File: config.mk
export PLATFORM = sky130hd
export DESIGN_NAME = sweep_sequencer
export DESIGN_NICKNAME = d
export VERILOG_FILES = /design/src/rtl/params.sv /design/src/rtl/sweep_addr_counter.sv /design/src/rtl/sweep_sequencer.sv
export SDC_FILE = /design/constraint.sdc
export NUM_CORES = 1
export LEC_CHECK = 0
export ABC_CLOCK_PERIOD_IN_PS = 2600
export CAP_MARGIN = 5
export CORE_MARGIN = 5
export CORE_UTILIZATION = 51
export DETAILED_ROUTE_END_ITERATION = 16
export PLACE_DENSITY = 0.8
export REMOVE_ABC_BUFFERS = 1
export SLEW_MARGIN = 20
export SYNTH_ARGS = -nofsm -noshare
export SYNTH_HDL_FRONTEND = slang
export SYNTH_SLANG_ARGS = --single-unit
File: constraint.sdc
create_clock -name newLocClock -period 2.6 [get_ports newLocClock]
set_input_delay 0.78 -clock newLocClock [delete_from_list [all_inputs] [get_ports newLocClock]]
set_output_delay 0.78 -clock newLocClock [all_outputs]
set_load 0.1 [all_outputs]
File: src/rtl/params.sv
// Shared constants and state encoding for the sweep sequencer.
// Address widths are sized for the default grid; smaller grids reuse them.
package params;

    localparam int GRID_W_DEF = 160;
    localparam int GRID_H_DEF = 120;
    localparam int X_bits     = $clog2(GRID_W_DEF);
    localparam int Y_bits     = $clog2(GRID_H_DEF);

    typedef enum logic [2:0] {
        ST_IDLE    = 3'd0,
        ST_SETTLE  = 3'd1,
        ST_WRITE   = 3'd2,
        ST_ADVANCE = 3'd3,
        ST_DONE    = 3'd4,
        ST_PAUSED  = 3'd5
    } sweep_state_t;

endpackage

File: src/rtl/sweep_addr_counter.sv
// Column/row address registers for the sweep, with lane masking and
// detection of the final beat of the grid.
module sweep_addr_counter
    import params::*;
#(
    parameter int GRID_W = GRID_W_DEF,
    parameter int GRID_H = GRID_H_DEF,
    parameter int LANES  = 1
) (
    input  logic              clk,
    input  logic              rst,
    input  logic              clear,
    input  logic              advance,
    output logic [X_bits-1:0] x,
    output logic [Y_bits-1:0] y,
    output logic [LANES-1:0]  lane_valid,
    output logic              last_beat
);

    localparam logic [X_bits:0]   LANES_X  = (X_bits + 1)'(LANES);
    localparam logic [X_bits:0]   GRID_W_X = (X_bits + 1)'(GRID_W);
    localparam logic [Y_bits-1:0] LAST_Y   = Y_bits'(GRID_H - 1);

    // One extra bit so base + LANES cannot overflow before the wrap test.
    logic [X_bits:0] x_sum;
    logic            row_end;

    assign x_sum     = {1'b0, x} + LANES_X;
    assign row_end   = (x_sum >= GRID_W_X);
    assign last_beat = (y == LAST_Y) && row_end;

    always_ff @(posedge clk) begin
        if (rst || clear) begin
            x <= '0;
            y <= '0;
        end else if (advance) begin
            if (row_end) begin
                x <= '0;
                y <= y + Y_bits'(1);
            end else begin
                x <= x_sum[X_bits-1:0];
            end
        end
    end

    for (genvar i = 0; i < LANES; i++) begin : g_lane
        assign lane_valid[i] = (({1'b0, x} + (X_bits + 1)'(i)) < GRID_W_X);
    end

endmodule

File: src/rtl/sweep_sequencer.sv
// Walks the grid one beat at a time, holding each address for a settle
// period before raising a write request to the environment.
module sweep_sequencer
    import params::*;
#(
    parameter int GRID_W     = GRID_W_DEF,
    parameter int GRID_H     = GRID_H_DEF,
    parameter int LANES      = 1,
    parameter int SETTLE_CYC = 2
) (
    input  logic              newLocClock,
    input  logic              RESET_SIM,
    input  logic              RUN,
    input  logic              tick,
    input  logic              PAUSE,
    input  logic              step,
    input  logic              env_ready,
    output logic [X_bits-1:0] writeLoc_x,
    output logic [Y_bits-1:0] writeLoc_y,
    output logic [LANES-1:0]  lane_valid,
    output logic              write_flag,
    output logic              hold_locs,
    output logic              sweep_done,
    output logic [15:0]       generation,
    output logic [7:0]        missed_ticks,
    output logic [2:0]        sim_state
);

    localparam logic [2:0] S_IDLE    = ST_IDLE;
    localparam logic [2:0] S_SETTLE  = ST_SETTLE;
    localparam logic [2:0] S_WRITE   = ST_WRITE;
    localparam logic [2:0] S_ADVANCE = ST_ADVANCE;
    localparam logic [2:0] S_DONE    = ST_DONE;
    localparam logic [2:0] S_PAUSED  = ST_PAUSED;

    localparam logic [3:0] SETTLE_LOAD = 4'(SETTLE_CYC);

    logic [2:0] state;
    logic [2:0] state_nxt;
    logic [3:0] settle_cnt;
    logic       by_step;
    logic       start_req;
    logic       transfer;
    logic       last_beat;
    logic       addr_clear;
    logic       addr_advance;

    // Handshake: write_flag is a registered request that stays high with a
    // stable address until the cycle env_ready is also high; that cycle is
    // the transfer, and write_flag drops on the following edge.
    assign start_req = RUN && ((tick && !PAUSE) || step);
    assign transfer  = write_flag && env_ready;

    always_comb begin
        state_nxt = state;
        case (state)
            S_IDLE:    if (start_req) state_nxt = S_SETTLE;
            S_SETTLE:  if (settle_cnt <= 4'd1) state_nxt = S_WRITE;
            S_WRITE:   if (transfer) state_nxt = last_beat ? S_DONE : S_ADVANCE;
            S_ADVANCE: state_nxt = (PAUSE && !by_step) ? S_PAUSED : S_SETTLE;
            S_PAUSED:  if (!PAUSE || step) state_nxt = S_SETTLE;
            S_DONE:    state_nxt = S_IDLE;
            default:   state_nxt = S_IDLE;
        endcase
        if (!RUN) state_nxt = S_IDLE;
    end

    always_ff @(posedge newLocClock) begin
        if (RESET_SIM) begin
            state        <= S_IDLE;
            settle_cnt   <= 4'd0;
            by_step      <= 1'b0;
            write_flag   <= 1'b0;
            sweep_done   <= 1'b0;
            generation   <= 16'd0;
            missed_ticks <= 8'd0;
        end else begin
            state      <= state_nxt;
            write_flag <= (state_nxt == S_WRITE);
            sweep_done <= (state_nxt == S_DONE);

            // Reload on every entry to SETTLE; staying there implies count > 1.
            if (state_nxt == S_SETTLE) begin
                settle_cnt <= (state != S_SETTLE) ? SETTLE_LOAD : settle_cnt - 4'd1;
            end else begin
                settle_cnt <= 4'd0;
            end

            if (state == S_IDLE && state_nxt == S_SETTLE) begin
                by_step <= step;
            end else if (state == S_PAUSED && step && RUN) begin
                by_step <= 1'b1;
            end else if (state_nxt == S_IDLE) begin
                by_step <= 1'b0;
            end

            if (state_nxt == S_DONE && state != S_DONE) begin
                generation <= generation + 16'd1;
            end

            if (state != S_IDLE && (tick || step) && missed_ticks != 8'hFF) begin
                missed_ticks <= missed_ticks + 8'd1;
            end
        end
    end

    assign addr_clear   = (state_nxt == S_IDLE);
    assign addr_advance = (state == S_ADVANCE);

    sweep_addr_counter #(
        .GRID_W (GRID_W),
        .GRID_H (GRID_H),
        .LANES  (LANES)
    ) u_addr (
        .clk        (newLocClock),
        .rst        (RESET_SIM),
        .clear      (addr_clear),
        .advance    (addr_advance),
        .x          (writeLoc_x),
        .y          (writeLoc_y),
        .lane_valid (lane_valid),
        .last_beat  (last_beat)
    );

    assign hold_locs = (state != S_ADVANCE);
    assign sim_state = state;

endmodule

# Word-level counts from Yosys, hierarchy flattened
# Index checks and enable logic that the tools add are counted.
# W data, S select, Z words.
[totals] regBits=49 elab_cells=68 out_inout_bits=46 inputBits=7
[op_classes] order_cmp=3 bitwise=1 n_eq_ne=12 muxes=13 add_sub_neg=5 reduce_logical=24
[ops] operator="$mux W3" n=7
[ops] operator="$add A16 B1 Y16 const B" n=1
[ops] operator="$pmux W3 S5" n=1
[ops] operator="$logic_and A1 B1 Y1" n=11
[ops] operator="$add A8 B1 Y9 const B" n=1
[ops] operator="$eq A3 B2 Y1 const B" n=3
[ops] operator="$ge A9 B8 Y1 const B" n=1
[ops] operator="$add A8 B1 Y8 const B" n=1
[ops] operator="$lt A8 B8 Y1 const B" n=1
[ops] operator="$mux W8" n=1
[ops] operator="$ne A8 B8 Y1 const B" n=1
[ops] operator="$add A7 B1 Y7 const B" n=1
[ops] operator="$eq A7 B7 Y1 const B" n=1
[ops] operator="$eq A3 B1 Y1 const B" n=2
[ops] operator="$eq A3 B3 Y1 const B" n=2
[ops] operator="$logic_not A3 Y1" n=2
[ops] operator="$reduce_bool A3 Y1" n=2
[ops] operator="$le A4 B1 Y1 const B" n=1
[ops] operator="$logic_or A1 B1 Y1" n=4
[ops] operator="$sub A4 B1 Y4 const B" n=1
[ops] operator="$mux W1" n=3
[ops] operator="$ne A3 B1 Y1 const B" n=1
[ops] operator="$ne A3 B2 Y1 const B" n=1
[ops] operator="$ne A3 B3 Y1 const B" n=1
[ops] operator="other kinds (6)" n=7

# Logic depth before layout (Yosys ltp)
[logic_depth] word_depth=11 ltp_mapped=9

# Hierarchy
# From an unflattened synthesis, not the netlist that was laid out.
[unflattened] cells_unflattened=299 hier_area_um2=2571.2
[modules_own_cells] mod="sweep_sequencer" seq_area_each_um2=680.7 cells_each=194 area_per_inst_um2=1639.1 n_inst=1
[modules_own_cells] mod="sweep_addr_counter" seq_area_each_um2=300.3 cells_each=105 area_per_inst_um2=932.1 n_inst=1

# Worst setup path before layout
# Ideal clock, no wire load.
[synth_timing] kind="register -> output" start="reg u_addr.x[6]" end="out lane_valid" stages_incl_launch_ff=2 arrival_time_ns=2.956 setup_slack_ns=-1.136 t_required_ns=1.820 path_cell_list="dfxtp_1 o21ai_0"
[synth_via] elab_chain_len=1
[synth_lines] element="start, declared" line="sweep_addr_counter.sv:14" source="output logic [X_bits-1:0] x,"
[synth_lines] element="start signal, assigned" line="sweep_addr_counter.sv:41" source="x <= x_sum[X_bits-1:0];"
[synth_lines] element="$lt A8 B8 Y1" line="sweep_addr_counter.sv:47" source="assign lane_valid[i] = (({1'b0, x} + (X_bits + 1)'(i)) < GRID_W_X);"
[synth_lines] element="end, declared" line="sweep_sequencer.sv:20" source="output logic [LANES-1:0] lane_valid,"
# No other way between the ends.

# Worst setup path after layout
[layout_timing] start="in RUN" end="reg generation[15]"
[layout_via] elab_chain_len=6
[layout_lines] element="start, declared" line="sweep_sequencer.sv:13" source="input logic RUN,"
[layout_lines] element="$logic_and A1 B1 Y1" line="sweep_sequencer.sv:51" source="assign start_req = RUN && ((tick && !PAUSE) || step);"
[layout_lines] element="$mux W3" line="sweep_sequencer.sv:57" source="S_IDLE: if (start_req) state_nxt = S_SETTLE;"
[layout_lines] element="$pmux W3 S5" line="sweep_sequencer.sv:56" source="case (state)"
[layout_lines] element="$mux W3 (*)" line="sweep_sequencer.sv:65" source="if (!RUN) state_nxt = S_IDLE;"
[layout_lines] element="$eq A3 B3 Y1 (*)" line="sweep_sequencer.sv:97" source="if (state_nxt == S_DONE && state != S_DONE) begin"
[layout_lines] element="$logic_and A1 B1 Y1 (*)" line="sweep_sequencer.sv:97"
[layout_lines] element="end signal, assigned" line="sweep_sequencer.sv:98" source="generation <= generation + 16'd1;"
[layout_lines] element="end, declared" line="sweep_sequencer.sv:24" source="output logic [15:0] generation,"
# Mark *: on every way between the ends. The rest lies on a longest branch, timed or not.
# A chain may end at the register's enable or synchronous reset.

==> impl_metrics.yaml <==
power:
  comb_power_share_pct: 6.0
  sw_frac_of_total_pct: 22.7
  vdd_ir_drop_max_mv: 0.327
  p_switching_uw: 322
  internal_power_uw: 1100
  finalPower_uw: 1420
  p_per_area_mw_per_mm2: 449
  seqPwrFrac_pct: 53.4
  clock_power_share_pct: 40.6
  leakage_uw: 0.00114
clocking:
  cts_setup_buffers: 0
  worstSkewPairLatency_ns: 0.30
  cts_htree_levels: 2
  cts_hold_buf: 0
  clk_pin_slew_ns: 0.09
  clockBufferDepth: 2
  ctsResizeCount: 0
  cts_root_buf: "clkbuf_8"
  cts_tree: "done"
  cts.sinks: 49
  numCtsBuffers: 5
synth:
  synth-seq-cells: 49
  yosys_warnings: 0
  syn_inst: 309
  avgSynthCellArea_um2: 8.09
  synth_area_mm2: 0.00250
  synth_cell_type_count: 48
  synth_async_sr_flop_share_pct: 0
  synth_edf_count: 0
  ys_seq_area_share_pct: 39.2
  synthFlopType: "dfxtp_1"
layout:
  finalInstanceArea_mm2: 0.00316
  ff_latch_area_um2: 981
  nets: 381
  area_delta_synth_final_pct: 26.5
  num_antenna_cells: 0
  fillers: 427
  multi_input_area_mm2: 0.00140
  drive_gt1_share_pct: 20.4
  finish.utilization_pct: 66.5
drt:
  dr.pass1.iters: 4
  initialDrtViolationCount: 110
  routed-wl-met3_um: 429
  wl_per_cell_um: 13.8
  dr.max_layer_used: "met4"
  drc: 0
  drt-total-wl_um: 6010
  met2_length_um: 2860
  wl_met1_um: 2670
  routed_via_density: 5.70
  num_vias: 2479
  antenna_left: 0
flow_run:
  cap_violations: 0
die:
  coreArea_mm2: 0.00475
  rows: 25
  initial_core_util_pct: 52.6
  die_w_um: 80.0
  die_area_mm2: 0.00640
  die_h_um: 80.0
  boundaryPins: 53
sta:
  fin_crit_ns: 2.36
  clock.fmax_mhz: 423
  slew_headroom_pct: 35.1
  hold_viol: 0
  finalSetupTns_ns: 0
  setup_viol: 0
  finalCritPeriodShare_pct: 90.9
  clock_skew_ns: 0.00662
  rsz0062_at_grt: "false"
  worst_slew_pin_slew_ns: 0.961
  drv_slew: 0
worst_setup_path:
  crit_type: "input pin to flop"
  rr_endpoint: "generation[15]"
  end_kind: "flop"
  r2r-start: "u_addr.y[0]"
  cp.arrival_ns: 2.60
  cp.required_ns: 2.84
  reg2regPathDepth: 7
  startpoint: "RUN"
  start_kind: "input pin"
  path_max_fanout: 4
  cp-endpoint: "generation[15]"
  r2r_setup_slack_ns: 0.32
hold_path:
  min_path_cells: 1
  hold_path.class: "flop to flop"
global_routing:
  overflow: 0
  grt_pass1_wl_um: 10100
  grt_max_degree: 26
  grt_pass1_vias: 2221
  grt_usage_pct: 19.6
  antenna_found_initial: 0
placement:
  place_area_mm2: 0.00304
  gp_congestion: 0.860
  io_buffers: 52
  dpl.hpwl_um: 4430
run_status:
  status: "completed"
## cell usage after synthesis (all sizes together) (3+ instances only)
library cell,n,share of area [%]
nor2b,3,0.75
nand2b,5,1.4
xnor2,8,2.8
a21oi,31,6.2
nor3,15,3.2
nand3,21,4.2
o21ai,16,3.2
o31ai,11,3.3
ha,7,3.5
nand4,6,1.5
nor2,24,3.7
buf,8,2.0
or3,10,2.5
nand2,27,4.1
inv,10,1.5
nor4,3,0.75
clkbuf,8,1.2
xor2,5,1.8
a31oi,3,0.75
dfxtp,49,39
or4,13,3.9
## through the flow
stage,hold WS [ns],instances,setup WS [ns]
CTS,0.492,435,0.259
detailed placement,0.478,427,-0.0483
finish,0.494,435,0.237
global placement,0.470,426,0.0579
global route,0.523,435,0.0905
floorplan,0.452,293,-1.14
## power by group through the flow
| stage | sequential, uW | combinational (uW) | clock [uW] |
|---|---|---|---|
| after floorplan | 795 | 30.8 | 0 |
| after global placement | 775 | 84.4 | 0 |
| after detailed placement | 776 | 85.1 | 0 |
| after CTS | 758 | 85.9 | 583 |
| after global routing | 759 | 91.5 | 628 |
| final | 758 | 85.4 | 576 |
## cell families (layout without fill, tap and decap cells)
kind of cell	Yosys count	in the layout	share of synthesized area, %
fa+ha+maj	7	7	3.50
xor+xnor	13	13	4.55
compound gates	73	73	17.7
flops	49	49	39.2
simple gates	139	139	29.5
buf+inv	26	85	4.70
mux	2	2	0.801
## state kept, by name, indices dropped and copies added (netlist names)
register / cells
u_addr.y: 7
sweep_done: 1
by_step: 1
write_flag: 1
u_addr.x: 8
generation: 16
missed_ticks: 8
settle_cnt: 4
sim_state: 3
## cells in the final DEF, fill, tap and decap left out, types with 4 or more instances in the layout
cell             count
nand4_1              6
or3_1               10
clkdlybuf4s50_1      6
dfxtp_1             49
or4_1               13
nand2b_1             4
a21oi_1             31
o31ai_1             11
nand3_1             21
nand2_1             27
xor2_1               5
nor3_1              14
o21ai_0             14
clkbuf_8             6
nor2_1              23
xnor2_1              8
inv_1               10
buf_4               59
ha_1                 7
## layer usage
| metal | vias to the layer above | GRT usage [%] |
|---|---|---|
| li1 | 1243 | - |
| met1 | 1162 | 25.9 |
| met2 | 70 | 31.7 |
| met3 | 4 | 5.08 |
| met4 | 0 | 4.73 |
| met5 | - | 0 |
## layout make-up
type / count / area share [%]
Clock buffer: 6 / 2.61
Sequential cell: 49 / 31.0
Clock inverter: 2 / 1.19
Timing Repair Buffer: 67 / 17.0
Multi-Input combinational cell: 234 / 44.3
Tap cell: 67 / 2.65
Inverter: 10 / 1.19
## worst max-delay path, cell delays in order
cell	delay, ns
clkdlybuf4s50_1	0.48
nand2_1	0.09
nor4_1	0.41
nand3_1	0.19
or4_1	0.50
a21oi_1	0.16
## worst min-delay path by stage
stage / slack (ns) / end / from
6_report: 0.49 / settle_cnt[0] / settle_cnt[0]
5_1_grt: 0.52 / settle_cnt[0] / settle_cnt[0]
4_1_cts: 0.49 / settle_cnt[0] / settle_cnt[0]
3_5_place_dp: 0.48 / settle_cnt[0] / settle_cnt[0]
3_3_place_gp: 0.47 / generation[15] / generation[15]
2_1_floorplan: 0.45 / settle_cnt[0] / settle_cnt[0]
(Power assumes the default switching activity.)
